## src/rtl/playground_pkg.sv

```systemverilog
// Shared types and constants for the 16x4 RAM arbiter.
// Holds the FSM state encoding, port identifiers and default RAM geometry.
package playground_pkg;

    typedef enum logic [1:0] {
        IDLE  = 2'd0,
        ISSUE = 2'd1,
        READ  = 2'd2
    } arb_state_t;

    localparam logic PORT_HOST = 1'b0;
    localparam logic PORT_AUX  = 1'b1;

    localparam int RAM_ADDR_W = 4;
    localparam int RAM_DATA_W = 4;

endpackage

```

## src/rtl/rr_arb2.sv

```systemverilog
// Two-input picker with a last_grant flop; round-robin on ties unless FIXED_PRIO
// is set, in which case port 0 always wins a tie.
module rr_arb2
    import playground_pkg::*;
#(
    parameter int FIXED_PRIO = 0
) (
    input  logic       clk,
    input  logic       rst,
    input  logic [1:0] req,
    input  logic       en,
    output logic       pick,
    output logic       any
);

    logic last_grant_r;

    // Remember who won the most recent grant; reset favours port 0 on the first tie.
    always_ff @(posedge clk) begin
        if (rst) begin
            last_grant_r <= PORT_AUX;
        end else if (en && any) begin
            last_grant_r <= pick;
        end else begin
            last_grant_r <= last_grant_r;
        end
    end

    // Winner selection from the current requests.
    always_comb begin
        any  = |req;
        pick = PORT_HOST;
        case (req)
            2'b01:   pick = PORT_HOST;
            2'b10:   pick = PORT_AUX;
            2'b11: begin
                if (FIXED_PRIO != 0) begin
                    pick = PORT_HOST;
                end else begin
                    pick = ~last_grant_r;
                end
            end
            default: pick = PORT_HOST;
        endcase
    end

endmodule

```

## src/rtl/ram16x4_arbiter.sv

```systemverilog
// Serialises host and internal requests onto a single synchronous RAM port
// and routes read data back to whichever requester issued the read.
module ram16x4_arbiter
    import playground_pkg::*;
#(
    parameter int ADDR_W     = RAM_ADDR_W,
    parameter int DATA_W     = RAM_DATA_W,
    parameter int FIXED_PRIO = 0
) (
    input  logic              clk,
    input  logic              rst,
    input  logic              req0,
    input  logic              req1,
    input  logic              we0,
    input  logic              we1,
    input  logic [ADDR_W-1:0] addr0,
    input  logic [ADDR_W-1:0] addr1,
    input  logic [DATA_W-1:0] wdata0,
    input  logic [DATA_W-1:0] wdata1,
    output logic              gnt0,
    output logic              gnt1,
    output logic              rvalid0,
    output logic              rvalid1,
    output logic [DATA_W-1:0] rdata0,
    output logic [DATA_W-1:0] rdata1,
    output logic              busy,
    output logic              ram_we,
    output logic [ADDR_W-1:0] ram_addr,
    output logic [DATA_W-1:0] ram_wdata,
    input  logic [DATA_W-1:0] ram_rdata
);

    arb_state_t        state_r;
    logic              owner_r;
    logic              is_read_r;
    logic              arb_pick_s;
    logic              arb_any_s;
    logic              arb_en_s;
    logic              sel_we_s;
    logic [ADDR_W-1:0] sel_addr_s;
    logic [DATA_W-1:0] sel_wdata_s;

    assign arb_en_s = (state_r == IDLE);

    rr_arb2 #(
        .FIXED_PRIO (FIXED_PRIO)
    ) u_arb (
        .clk  (clk),
        .rst  (rst),
        .req  ({req1, req0}),
        .en   (arb_en_s),
        .pick (arb_pick_s),
        .any  (arb_any_s)
    );

    // Steer the winning requester's fields toward the RAM registers.
    always_comb begin
        sel_we_s    = we0;
        sel_addr_s  = addr0;
        sel_wdata_s = wdata0;
        if (arb_pick_s == PORT_AUX) begin
            sel_we_s    = we1;
            sel_addr_s  = addr1;
            sel_wdata_s = wdata1;
        end else begin
            sel_we_s    = we0;
            sel_addr_s  = addr0;
            sel_wdata_s = wdata0;
        end
    end

    // Access sequencer: every output is a flop, so req never reaches gnt or ram_* combinationally.
    always_ff @(posedge clk) begin
        if (rst) begin
            state_r   <= IDLE;
            owner_r   <= PORT_HOST;
            is_read_r <= 1'b0;
            gnt0      <= 1'b0;
            gnt1      <= 1'b0;
            rvalid0   <= 1'b0;
            rvalid1   <= 1'b0;
            rdata0    <= {DATA_W{1'b0}};
            rdata1    <= {DATA_W{1'b0}};
            busy      <= 1'b0;
            ram_we    <= 1'b0;
            ram_addr  <= {ADDR_W{1'b0}};
            ram_wdata <= {DATA_W{1'b0}};
        end else begin
            gnt0    <= 1'b0;
            gnt1    <= 1'b0;
            rvalid0 <= 1'b0;
            rvalid1 <= 1'b0;
            case (state_r)
                IDLE: begin
                    if (arb_any_s) begin
                        owner_r   <= arb_pick_s;
                        is_read_r <= ~sel_we_s;
                        ram_we    <= sel_we_s;
                        ram_addr  <= sel_addr_s;
                        ram_wdata <= sel_wdata_s;
                        gnt0      <= (arb_pick_s == PORT_HOST);
                        gnt1      <= (arb_pick_s == PORT_AUX);
                        busy      <= 1'b1;
                        state_r   <= ISSUE;
                    end else begin
                        busy    <= 1'b0;
                        state_r <= IDLE;
                    end
                end
                ISSUE: begin
                    ram_we <= 1'b0;
                    if (is_read_r) begin
                        busy    <= 1'b1;
                        state_r <= READ;
                    end else begin
                        busy    <= 1'b0;
                        state_r <= IDLE;
                    end
                end
                READ: begin
                    // RAM data sampled at the previous edge is valid now.
                    if (owner_r == PORT_AUX) begin
                        rdata1  <= ram_rdata;
                        rvalid1 <= 1'b1;
                    end else begin
                        rdata0  <= ram_rdata;
                        rvalid0 <= 1'b1;
                    end
                    busy    <= 1'b0;
                    state_r <= IDLE;
                end
                default: begin
                    ram_we  <= 1'b0;
                    busy    <= 1'b0;
                    state_r <= IDLE;
                end
            endcase
        end
    end

endmodule

```

## config.mk

```make
export PLATFORM = sky130hd
export DESIGN_NAME = ram16x4_arbiter
export DESIGN_NICKNAME = d
export VERILOG_FILES = /design/src/rtl/playground_pkg.sv /design/src/rtl/rr_arb2.sv /design/src/rtl/ram16x4_arbiter.sv
export SDC_FILE = /design/constraint.sdc
export NUM_CORES = 1
export LEC_CHECK = 0
export BUFFER_PORTS_ARGS = -buffer_cell sky130_fd_sc_hd__buf_4
export CAP_MARGIN = 5
export CELL_PAD_IN_SITES_DETAIL_PLACEMENT = 1
export CELL_PAD_IN_SITES_GLOBAL_PLACEMENT = 1
export CORE_ASPECT_RATIO = 1.25
export CORE_UTILIZATION = 25
export DETAILED_ROUTE_END_ITERATION = 12
export PLACE_DENSITY = 0.62
export SKIP_LAST_GASP = 1
export SYNTH_ARGS = -nofsm -noshare
export SYNTH_HDL_FRONTEND = slang
export SYNTH_SLANG_ARGS = --single-unit
```

## constraint.sdc

```tcl
create_clock -name clk -period 2.7 [get_ports clk]
set_input_delay 0.405 -clock clk [delete_from_list [all_inputs] [get_ports clk]]
set_output_delay 0.405 -clock clk [all_outputs]
set_load 0.005 [all_outputs]
```

* Word level (Yosys, flattened, before mapping)
Index checks and enable logic that the tools add are counted.
Storage, ports and cells: logic and storage cells 49, flip-flop bits (word level) 27
Cells by class: bitwise logic cells 7, muxes and demuxes 14, reduce and logical (&&, ||, !) cells 9, eq/ne operators 5
Operators with widths (number):
- $mux 4 | 2
- $reduce_and 2->1 | 4
- $mux 1 | 7
- $not 1->1 | 7
- $eq 2x2->1 const B | 3
- $pmux 1 s2 | 3
- $pmux 2 s2 | 1
- $reduce_or 2->1 | 2
- $reduce_or 3->1 | 1
- $eq 2x1->1 const B | 1
- $logic_not 2->1 | 1
- $mux 2 | 1
- $ne 2x2->1 const B | 1
- $logic_and 1x1->1 | 1

* Depth between registers and ports, before layout
Gate-level depths: netlist of the first run.
depth after elaboration 5, depth in mapped cells 4, mapped depth without buffers 3

* By module
From an unflattened synthesis of the first run, not the netlist that was laid out.
Unflattened totals: cell total of the unflattened synthesis 97, area, all modules 1069.8 um^2
Modules (own cells, without submodules):
- ram16x4_arbiter | instances 1, cells each 91, area each 1013.5 um^2
- rr_arb2 | instances 1, cells each 6, area each 56.3 um^2

* Least setup slack after synthesis of the first run
No wires, ideal clock.
path kind input-to-reg, start input port rst, end register rdata0[0], library setup time 0.128 ns, data required time 2.572 ns, slack 1.551 ns, buffers on the path 2, stages 3, data arrival time 1.022 ns, cells stage by stage clkbuf_1 > clkbuf_1 > nor2_1
RTL lines:
- from (decl) | RTL line ram16x4_arbiter.sv:11 | input logic rst,
- to (signal assigned) | RTL line ram16x4_arbiter.sv:82 | rdata0 <= {DATA_W{1'b0}};
- to (signal assigned) | RTL line ram16x4_arbiter.sv:126 | rdata0 <= ram_rdata;
- to (decl) | RTL line ram16x4_arbiter.sv:24 | output logic [DATA_W-1:0] rdata0,
No word-level cell between the ends.

* Worst setup path in the final report of the first run
start register state_r[1], end register gnt1
Between the ends: cells in the longest elaborated chain, start to end 3
RTL lines:
- from (decl) | RTL line ram16x4_arbiter.sv:33 | arb_state_t state_r;
- from (signal assigned) | RTL line ram16x4_arbiter.sv:75 | state_r <= IDLE;
- from (signal assigned) | RTL line ram16x4_arbiter.sv:104 | state_r <= ISSUE;
- from (signal assigned) | RTL line ram16x4_arbiter.sv:107 | state_r <= IDLE;
- $logic_not 2->1 | RTL line ram16x4_arbiter.sv:93 | case (state_r)
- $not 1->1 (no source line)
- $reduce_or 3->1 (no source line)
- to (signal assigned) | RTL line ram16x4_arbiter.sv:102 | gnt1 <= (arb_pick_s == PORT_AUX);
- to (decl) | RTL line ram16x4_arbiter.sv:21 | output logic gnt1,
Every way passes these cells. A chain may end at the register's enable or synchronous reset.

==> results of run 1 <==
[worst max-delay path: cells and delay by family, from the launching register on]
family	cells	cell delay [ps]
flops	1	350
simple gates	2	850
compound gates	1	210
[cell families after synthesis]
logic type	after synthesis
flops	27
compound gates	26
simple gates	20
mux	17
buf+inv	9
[cell usage in the layout (no fill, tap or decap), drive strengths merged, types with 2 or more instances in the layout]
master,count
a211oi,8
a21oi,9
buf,47
clkbuf,3
dfxtp,27
inv,3
mux2i,17
nand3,4
nor2,11
o21ai,2
[sequential cells by signal (all words and copies together) (netlist names)]
register,cells
rdata1,4
ram_addr,4
gnt0,1
gnt1,1
ram_we,1
state_r,2
rvalid0,1
is_read_r,1
owner_r,1
busy,1
rvalid1,1
rdata0,4
u_arb.last_grant_r,1
ram_wdata,4
[worst max path at each step]
stage / endpoint / slack, ps / from / depth (start not counted)
final: gnt1$_SDFF_PP0_ / 1240 / state_r[1]$_SDFF_PP0_ / 3
after global routing: gnt1$_SDFF_PP0_ / 1110 / state_r[1]$_SDFF_PP0_ / 3
after CTS: gnt1$_SDFF_PP0_ / 1250 / state_r[1]$_SDFF_PP0_ / 3
after detailed placement: is_read_r$_SDFFE_PP0P_ / 1110 / req0 / 4
after global placement: gnt1$_SDFF_PP0_ / 1190 / req0 / 4
after floorplan: rdata0[0]$_SDFFE_PP0P_ / 1550 / rst / 3
[layout make-up]
| class | count | area [sq um] |
|---|---|---|
| clock buffers | 3 | 41.3 |
| well taps | 56 | 70.1 |
| clock inverters | 1 | 7.51 |
| repair buffers | 47 | 353 |
| fillers | 473 | 2580 |
| flip-flops and latches | 27 | 541 |
| inverters | 3 | 11.3 |
| multi-input cells | 63 | 458 |
[per-stage QoR]
step                      hold slack, ps  setup WS, ps
after floorplan                      456          1550
after global placement               477          1190
after detailed placement             485          1110
after CTS                            366          1250
after global routing                 392          1110
final                                373          1240
[metal layers]
layer / share of wire (%) / up-vias / wire length [um] / track usage [%]
li1: - / 442 / - / -
met1: 39 / 434 / 1110 / 14.2
met2: 52 / 41 / 1460 / 25.7
met3: 8.4 / 2 / 236 / 2.26
met4: 0.74 / 0 / 21 / 3.10
met5: 0 / - / 0 / 0
[power by group through the flow]
stage / combinational [mW] / clock (mW) / sequential [mW]
6_report: 0.133 / 0.235 / 0.437
5_1_grt: 0.147 / 0.258 / 0.441
4_1_cts: 0.137 / 0.248 / 0.438
3_5_place_dp: 0.136 / 0 / 0.447
3_3_place_gp: 0.131 / 0 / 0.446
2_1_floorplan: 0.0672 / 0 / 0.445
==> results.txt, run 1 <==
The warning count from the yosys run is 0. The sink count of the clock tree is 27. The proportion of synthesized flip-flops having asynchronous set or reset came out at 0%. The finished layout holds 200 standard cells, fillers aside. Clock-pin slew was measured on the worst setup and hold paths at 100 ps. The count of final hold-check violations was 0.

The worst hold path class is in2reg. The number of buffers created by CTS is 3. The commonest cells after synthesis are 27 x sky130_fd_sc_hd__dfxtp_1, 17 x sky130_fd_sc_hd__mux2i_1, 11 x sky130_fd_sc_hd__nor2_1. Counting every instance in the synthesized netlist gives 99. The total power came out at 0.805 mW. Of the total synthesized cell area, the portion taken by XOR and XNOR cells is 0%. The final total negative setup slack came out at 0 ps.

The congestion estimate from routability-driven global placement came to 0.710. The diode insertion count for antenna repair is 0. The flip-flop and latch count after synthesis is 27. The startpoint identified for the worst register-to-register timing path is state_r[1]$_SDFF_PP0_. The placed instance area came out at 1430 sq um. The overall routing resource usage came out at 13.1%.

Entering global routing, the biggest net connects 21 pins. The number of global-route vias before repair came out at 970. Row generation in the floorplan step produced 26 rows. The count of cells resized by post-cts repair is 0. The number of pins with negative max-slew slack in the final report came out at 0.

The post-synth net total is 125. The endpoint arrival time on the critical path is 1680 ps. For this run, the slowest stage of the critical path takes 560 ps.

The slowest stage of the critical path is the sky130_fd_sc_hd__nor2_1 cell. The number of max-capacitance violations reported is 0. The flip-flop cell with the highest count after synthesis is sky130_fd_sc_hd__dfxtp_1. The wire length of the first global-routing pass came out at 4460 um. The worst setup skew after layout came out at 4.50 ps.

The latest clock arrival within the worst-skew pair is 270 ps. The post-route DRC violation count came out at 0. The worst register-to-register path has a setup slack of 1240 ps. STA puts the critical path data required time at 2920 ps.

The startpoint identified for the worst hold timing path is ram_rdata[2]. The clock network is responsible for 29.2% of the overall power. The share of the synthesized area in the top cell type is 51.4%. The dominant cell by count in the synthesized netlist is sky130_fd_sc_hd__dfxtp_1. The sequential share of power came out at 54.3%.

The finished cells cover 1480 sq um. Net switching is 25.5% of the power. Of the total synthesized cell area, the portion taken by AND, OR, NAND and NOR gates is 9.88%. The largest area contributor in the netlist is sky130_fd_sc_hd__dfxtp_1. In this run the tightest slew margin relative to its limit is 53.2%. The number of instances in the placed design is 196. The switching power is 0.205 mW. The remaining antenna violation count is 0. The leakage power figure is 0.688 nW.

The mux contribution to synthesized area came out at 16.2%. By area, the combinational part of the netlist is dominated by compound AO/OA/AOI/OAI gates. The maximum net fanout on the critical path came out at 11.

The arithmetic-cell share of the synthesized area counting full adders, half adders and majority gates is 0%. The power per cell area came out at 544 nW/um^2. The share of total power in combinational logic is 16.5%. The number of buffers added to fix hold violations after cts came out at 0. The final net count is 171. The signal on the critical path passes through o21bai_1, nor2_1, and3_2.

The final cell utilization of the core came out at 36.4%. The die span in x came out at 60.0 um. Setup violations remaining at the end of the flow were counted as 0. At the pin with the least slew margin, the transition time is 700 ps. The starting density of the core came out at 25.8%. Summing the areas of all compound-gate instances in the mapped netlist gives 17.5% of the synthesized area. The number of buffer cells added on primary ports came out at 47. For this run, the top clock speed supported by timing is 684 MHz.

The worst hold path cell count came out at 3. The worst setup path is captured at a register. The via-per-instance ratio is 4.60. After global routing the overflow that remains totals 0.

The share of synthesized area occupied by flip-flops and latches came out at 51.4%. The area growth from synthesis to layout came out at 41.0%. The final clock period utilization by the worst path came out at 54.2%. The die height is 74.5 um. The initial DRC count came out at 12. The worst setup path is of the reg2reg kind. The peak ir drop on the vdd network is 205 uV. The clock period minus worst slack came out at 1460 ps. STA classifies the critical path startpoint as a register. The number of flops mapped to enable cells by yosys is 0.

The first-pass iteration count of the detailed router is 3. By area the synthesized netlist is led by sky130_fd_sc_hd__dfxtp_1 51%, sky130_fd_sc_hd__mux2i_1 16%, sky130_fd_sc_hd__a211oi_1 5.7%, sky130_fd_sc_hd__a21oi_1 4.3%, sky130_fd_sc_hd__nor2_1 3.9%. TritonCTS built the clock tree. The total routed wirelength came out at 2830 um.

The mean area per synthesized cell is 10.6 sq um. The proportion of layout cells with a drive suffix above 1 came out at 38.9%. The worst hold path terminates at rdata0[2]$_SDFFE_PP0P_. The run finished with clean final reports.

The number of buffers added for setup after CTS came out at 0. The standard cell core area is 4070 sq um. After synthesis the cells add up to 1050 sq um. The number of distinct standard cells referenced by the synthesized netlist is 23. Counting along the longest clock path gives a buffer depth of 2. Setup repair after global routing left no endpoint under its margin.

Detailed placement finished with a half-perimeter wire length of 2140 um. The root buffer cell is sky130_fd_sc_hd__clkbuf_8. Measured in cells, the most critical reg-to-reg path has a length of 3.

The number of top-level pins came out at 48. The endpoint of the worst-slack reg-to-reg timing path is gnt1$_SDFF_PP0_. The design internal power is 0.600 mW. The routed layout has 919 vias. In this run the number of H-tree levels came out at 1. Dividing the detail-routed wire length by the instance count gives 14.1 um. The number of antenna violations at the first check in global routing came to 0.

The die area is 4470 sq um.
(Power assumes the default switching activity.)
==> run 2: changes to the inputs <==
--- a/config.mk
+++ b/config.mk
@@ -12,7 +12,7 @@
 export CORE_ASPECT_RATIO = 1.25
 export CORE_UTILIZATION = 25
 export DETAILED_ROUTE_END_ITERATION = 12
-export PLACE_DENSITY = 0.62
+export PLACE_DENSITY = 0.64
 export SKIP_LAST_GASP = 1
 export SYNTH_ARGS = -nofsm -noshare
 export SYNTH_HDL_FRONTEND = slang
==> constraint.sdc (replaced) <==
create_clock -name clk -period 1.17 [get_ports clk]
set_input_delay 0.1755 -clock clk [delete_from_list [all_inputs] [get_ports clk]]
set_output_delay 0.1755 -clock clk [all_outputs]
set_load 0.005 [all_outputs]
==> run 2 against run 1 <==
Against the previous run: the flow now finishes with violations (setup timing); non-clock buffer count grew 13; critical path depth grew 1; global-route usage grew 0.46 points; sequential power grew 130%; power grew 140%; core utilization grew 4.6 points; final cell count grew 7.0%; clock skew shrank 2.5 ps; die area is the same; count of clock-buffer cells in the layout is the same; combinational power grew to 3.0 times the previous value; hold slack lost 280 ps.
==> results.txt, run 2 (same netlist as run 1, synthesis figures left out) <==
The largest net degree at the start of global routing is 19 (-9.5%). The initial DRC count was 5 (-7). The detailed-route wire length per cell is 13.9 um (-1.5%). The number of endpoints failing setup at the final stage was 5 (+5).

The final net count came out at 185 (+8.2%). The number of global-route vias before repair was 994 (+2.5%). The standard cell core area was 4070 sq um (unchanged). The die height is 74.5 um (unchanged). The latest clock arrival within the worst-skew pair is 270 ps (about the same). The buffer levels on the longest clock path was 2 (unchanged).

The number of top-level pins was 48 (unchanged). The start-to-end type of the worst setup path is reg2reg. The number of pins with negative max-slew slack in the final report is 0 (unchanged).

The first-pass iteration count of the detailed router is 3 (unchanged). The endpoint arrival time on the critical path came to 1380 ps (-300 ps). The total buffers and inverters traversed by the critical path is 1 (+1). The overall routing resource usage is 13.6% (+0.46 points). The leakage power figure came out at 0.782 nW (+14%). STA classifies the critical path endpoint as a register. The placed wire-length estimate was 2240 um (+4.9%). The critical path's slowest cell is sky130_fd_sc_hd__dfxtp_2.

The wire length of the first global-routing pass came out at 4530 um (+1.4%). The count of final hold-check violations came out at 0 (unchanged). The via-per-instance ratio came out at 4.46 (-2.9%). The cell sitting at the root of the clock tree is a sky130_fd_sc_hd__clkbuf_8.

The longest individual stage delay on the worst path came out at 330 ps (-230 ps). The final weighted congestion in routability-driven placement came out at 0.746 (+5.1%). The worst setup skew after layout came out at 2.05 ps (-2.45 ps). The total overflow reported by the global router is 0 (unchanged). The worst hold path cell count came out at 2 (-1). The family with the most delay on the worst path is compound AO/OA/AOI/OAI gates. Leaving out fill and tap cells, the most frequent cell in the layout is sky130_fd_sc_hd__buf_4. The worst endpoint required time is 1340 ps (-1580 ps). The clock input transition at the sequential cells of the worst setup and hold paths is 90 ps (about the same).

The post-route DRC violation count came out at 0 (unchanged). The standard-cell row count is 26 (unchanged). The share of total power in combinational logic was 20.6% (+4.1 points). The path class of the tightest hold or removal check is in2reg.

The proportion of layout cells with a drive suffix above 1 came out at 50.6% (+12 points). The H-tree depth reported by CTS came out at 1 (unchanged). The die span in x is 60.0 um (unchanged).

The switching share of total power was 24.9% (-0.59 points). The final reports fail on setup timing. The total routed wirelength is 2980 um (+5.3%). The clock period minus worst slack is 1210 ps (-248 ps). The power per cell area is 1150 nW/um^2 (+110%). The count of cells along the worst register-to-register path was 4 (+1). The final-layout fill cell count is 465 (-1.7%). The signal on the critical path passes through o21bai_2, buf_4, o211a_1, a31o_2. The area growth from synthesis to layout is 58.9%. The number of max-capacitance violations reported came out at 0 (unchanged). The remaining antenna violation count is 0 (unchanged). The diode insertion count for antenna repair is 0 (unchanged).

TritonCTS built the clock tree. The number of buffers added to fix hold violations after cts is 0 (unchanged). The flow ran to the end, but the final reports show violations. The die area came out at 4470 sq um (unchanged).

The design internal power is 1.45 mW (+140%). The sequential share of power came out at 52.6% (-1.7 points). The number of antenna violations at the first check in global routing is 0 (unchanged). The number of buffers created by CTS came out at 3 (unchanged).

The least setup slack across all paths after layout came out at -44.5 ps (-1280 ps). The peak ir drop on the vdd network came to 425 uV (+110%). The post-route cell area was 1670 sq um (+13%). The number of buffer cells added on primary ports is 47 (unchanged). The kind of launch point of the worst setup path is a register. The maximum operating frequency is 823 MHz (+20%). The relative max-transition margin came to 78.8% (+26 points). The count of vias placed by the detailed router is 955 (+3.9%). The switching power is 0.479 mW (+130%). Leaving out fill and tap cells, the most frequent cells in the layout are 55 x sky130_fd_sc_hd__buf_4, 24 x sky130_fd_sc_hd__dfxtp_1, 14 x sky130_fd_sc_hd__mux2i_1. The depth of the critical timing path with buffers and inverters included came out at 4 (+1).

The sink count of the clock tree is 27 (unchanged). The starting density of the core came out at 25.8% (unchanged). The final clock period utilization by the worst path is 104% (+50 points). The part of the total power dissipated in the clock network came out at 26.9% (-2.3 points). The worst-margin pin slew came to 317 ps (-382 ps). The total power is 1.93 mW (+140%). Setup repair after global routing could not meet its margin everywhere. The placed instance area came out at 1510 sq um (+5.6%). The maximum net fanout on the critical path is 3 (-8).
## run 2: changes by cell type in the layout (fill, tap and decap cells not counted), sizes merged
cell / before / now
clkinv: 0 / 1
buf: 47 / 60
clkinvlp: 1 / 0
o21ba: 1 / 2
## run 2: path summary, 6_finish.rpt
check                              from                endpoint  slack [ps]
hold reg to reg     ram_we$_SDFFE_PP0P_     ram_we$_SDFFE_PP0P_         500
setup reg to reg  state_r[1]$_SDFF_PP0_  is_read_r$_SDFFE_PP0P_         -40
hold / removal                      rst   state_r[1]$_SDFF_PP0_         100
setup / recovery  state_r[1]$_SDFF_PP0_  is_read_r$_SDFFE_PP0P_         -40
## run 2: timing repair
item                                    CTS  global route
buffers inserted                          4             0
endpoints found under the setup margin   18            22
gates resized for setup                   8             8
pin swaps                                 3             4
gates cloned                              0             1
## run 2: metrics by stage
stage / hold slack [ps] / cells / worst slack [ps] / setup TNS (ps) / utilization (%)
2_1_floorplan: 319 / 99 / 85.9 / 0 / -
3_3_place_gp: 410 / 205 / -176 / -1410 / 37.2
3_5_place_dp: 417 / 205 / -156 / -1520 / 37.2
4_1_cts: 107 / 213 / -17.0 / -31.1 / 40.2
6_report: 96.3 / 214 / -44.5 / -104 / 41.1
5_1_grt: 91.0 / 214 / -57.3 / -484 / 41.1
## run 2: power by group through the flow
stage	logic, mW	clock network, mW	registers (mW)
3_5_place_dp	0.351	0	1.03
3_3_place_gp	0.338	0	1.03
4_1_cts	0.382	0.549	1.01
6_report	0.396	0.518	1.01
2_1_floorplan	0.155	0	1.03
5_1_grt	0.429	0.582	1.02
## run 2: final cells by class
class	count	area (sq um)	share of cell area, %
Timing Repair Buffer	60	490	29.4
Sequential cell	27	544	32.6
Tap cell	56	70.1	4.19
Multi-Input combinational cell	64	508	30.4
Inverter	3	11.3	0.674
Clock inverter	1	5.00	0.300
Clock buffer	3	41.3	2.47
## run 2: layer usage
metal | global-route usage [%] | part of all wire (%) | vias up
met4 | 3.88 | 0.57 | 0
met5 | 0 | 0 | -
met2 | 26.3 | 52 | 40
met1 | 15.2 | 41 | 441
li1 | - | - | 472
met3 | 1.57 | 5.8 | 2
## run 2: worst register-to-register path, stage by stage, from the launching register on
cell and delay (ps):
sky130_fd_sc_hd__dfxtp_2 330, sky130_fd_sc_hd__o21bai_2 210, sky130_fd_sc_hd__buf_4 160, sky130_fd_sc_hd__o211a_1 200
sky130_fd_sc_hd__a31o_2 210
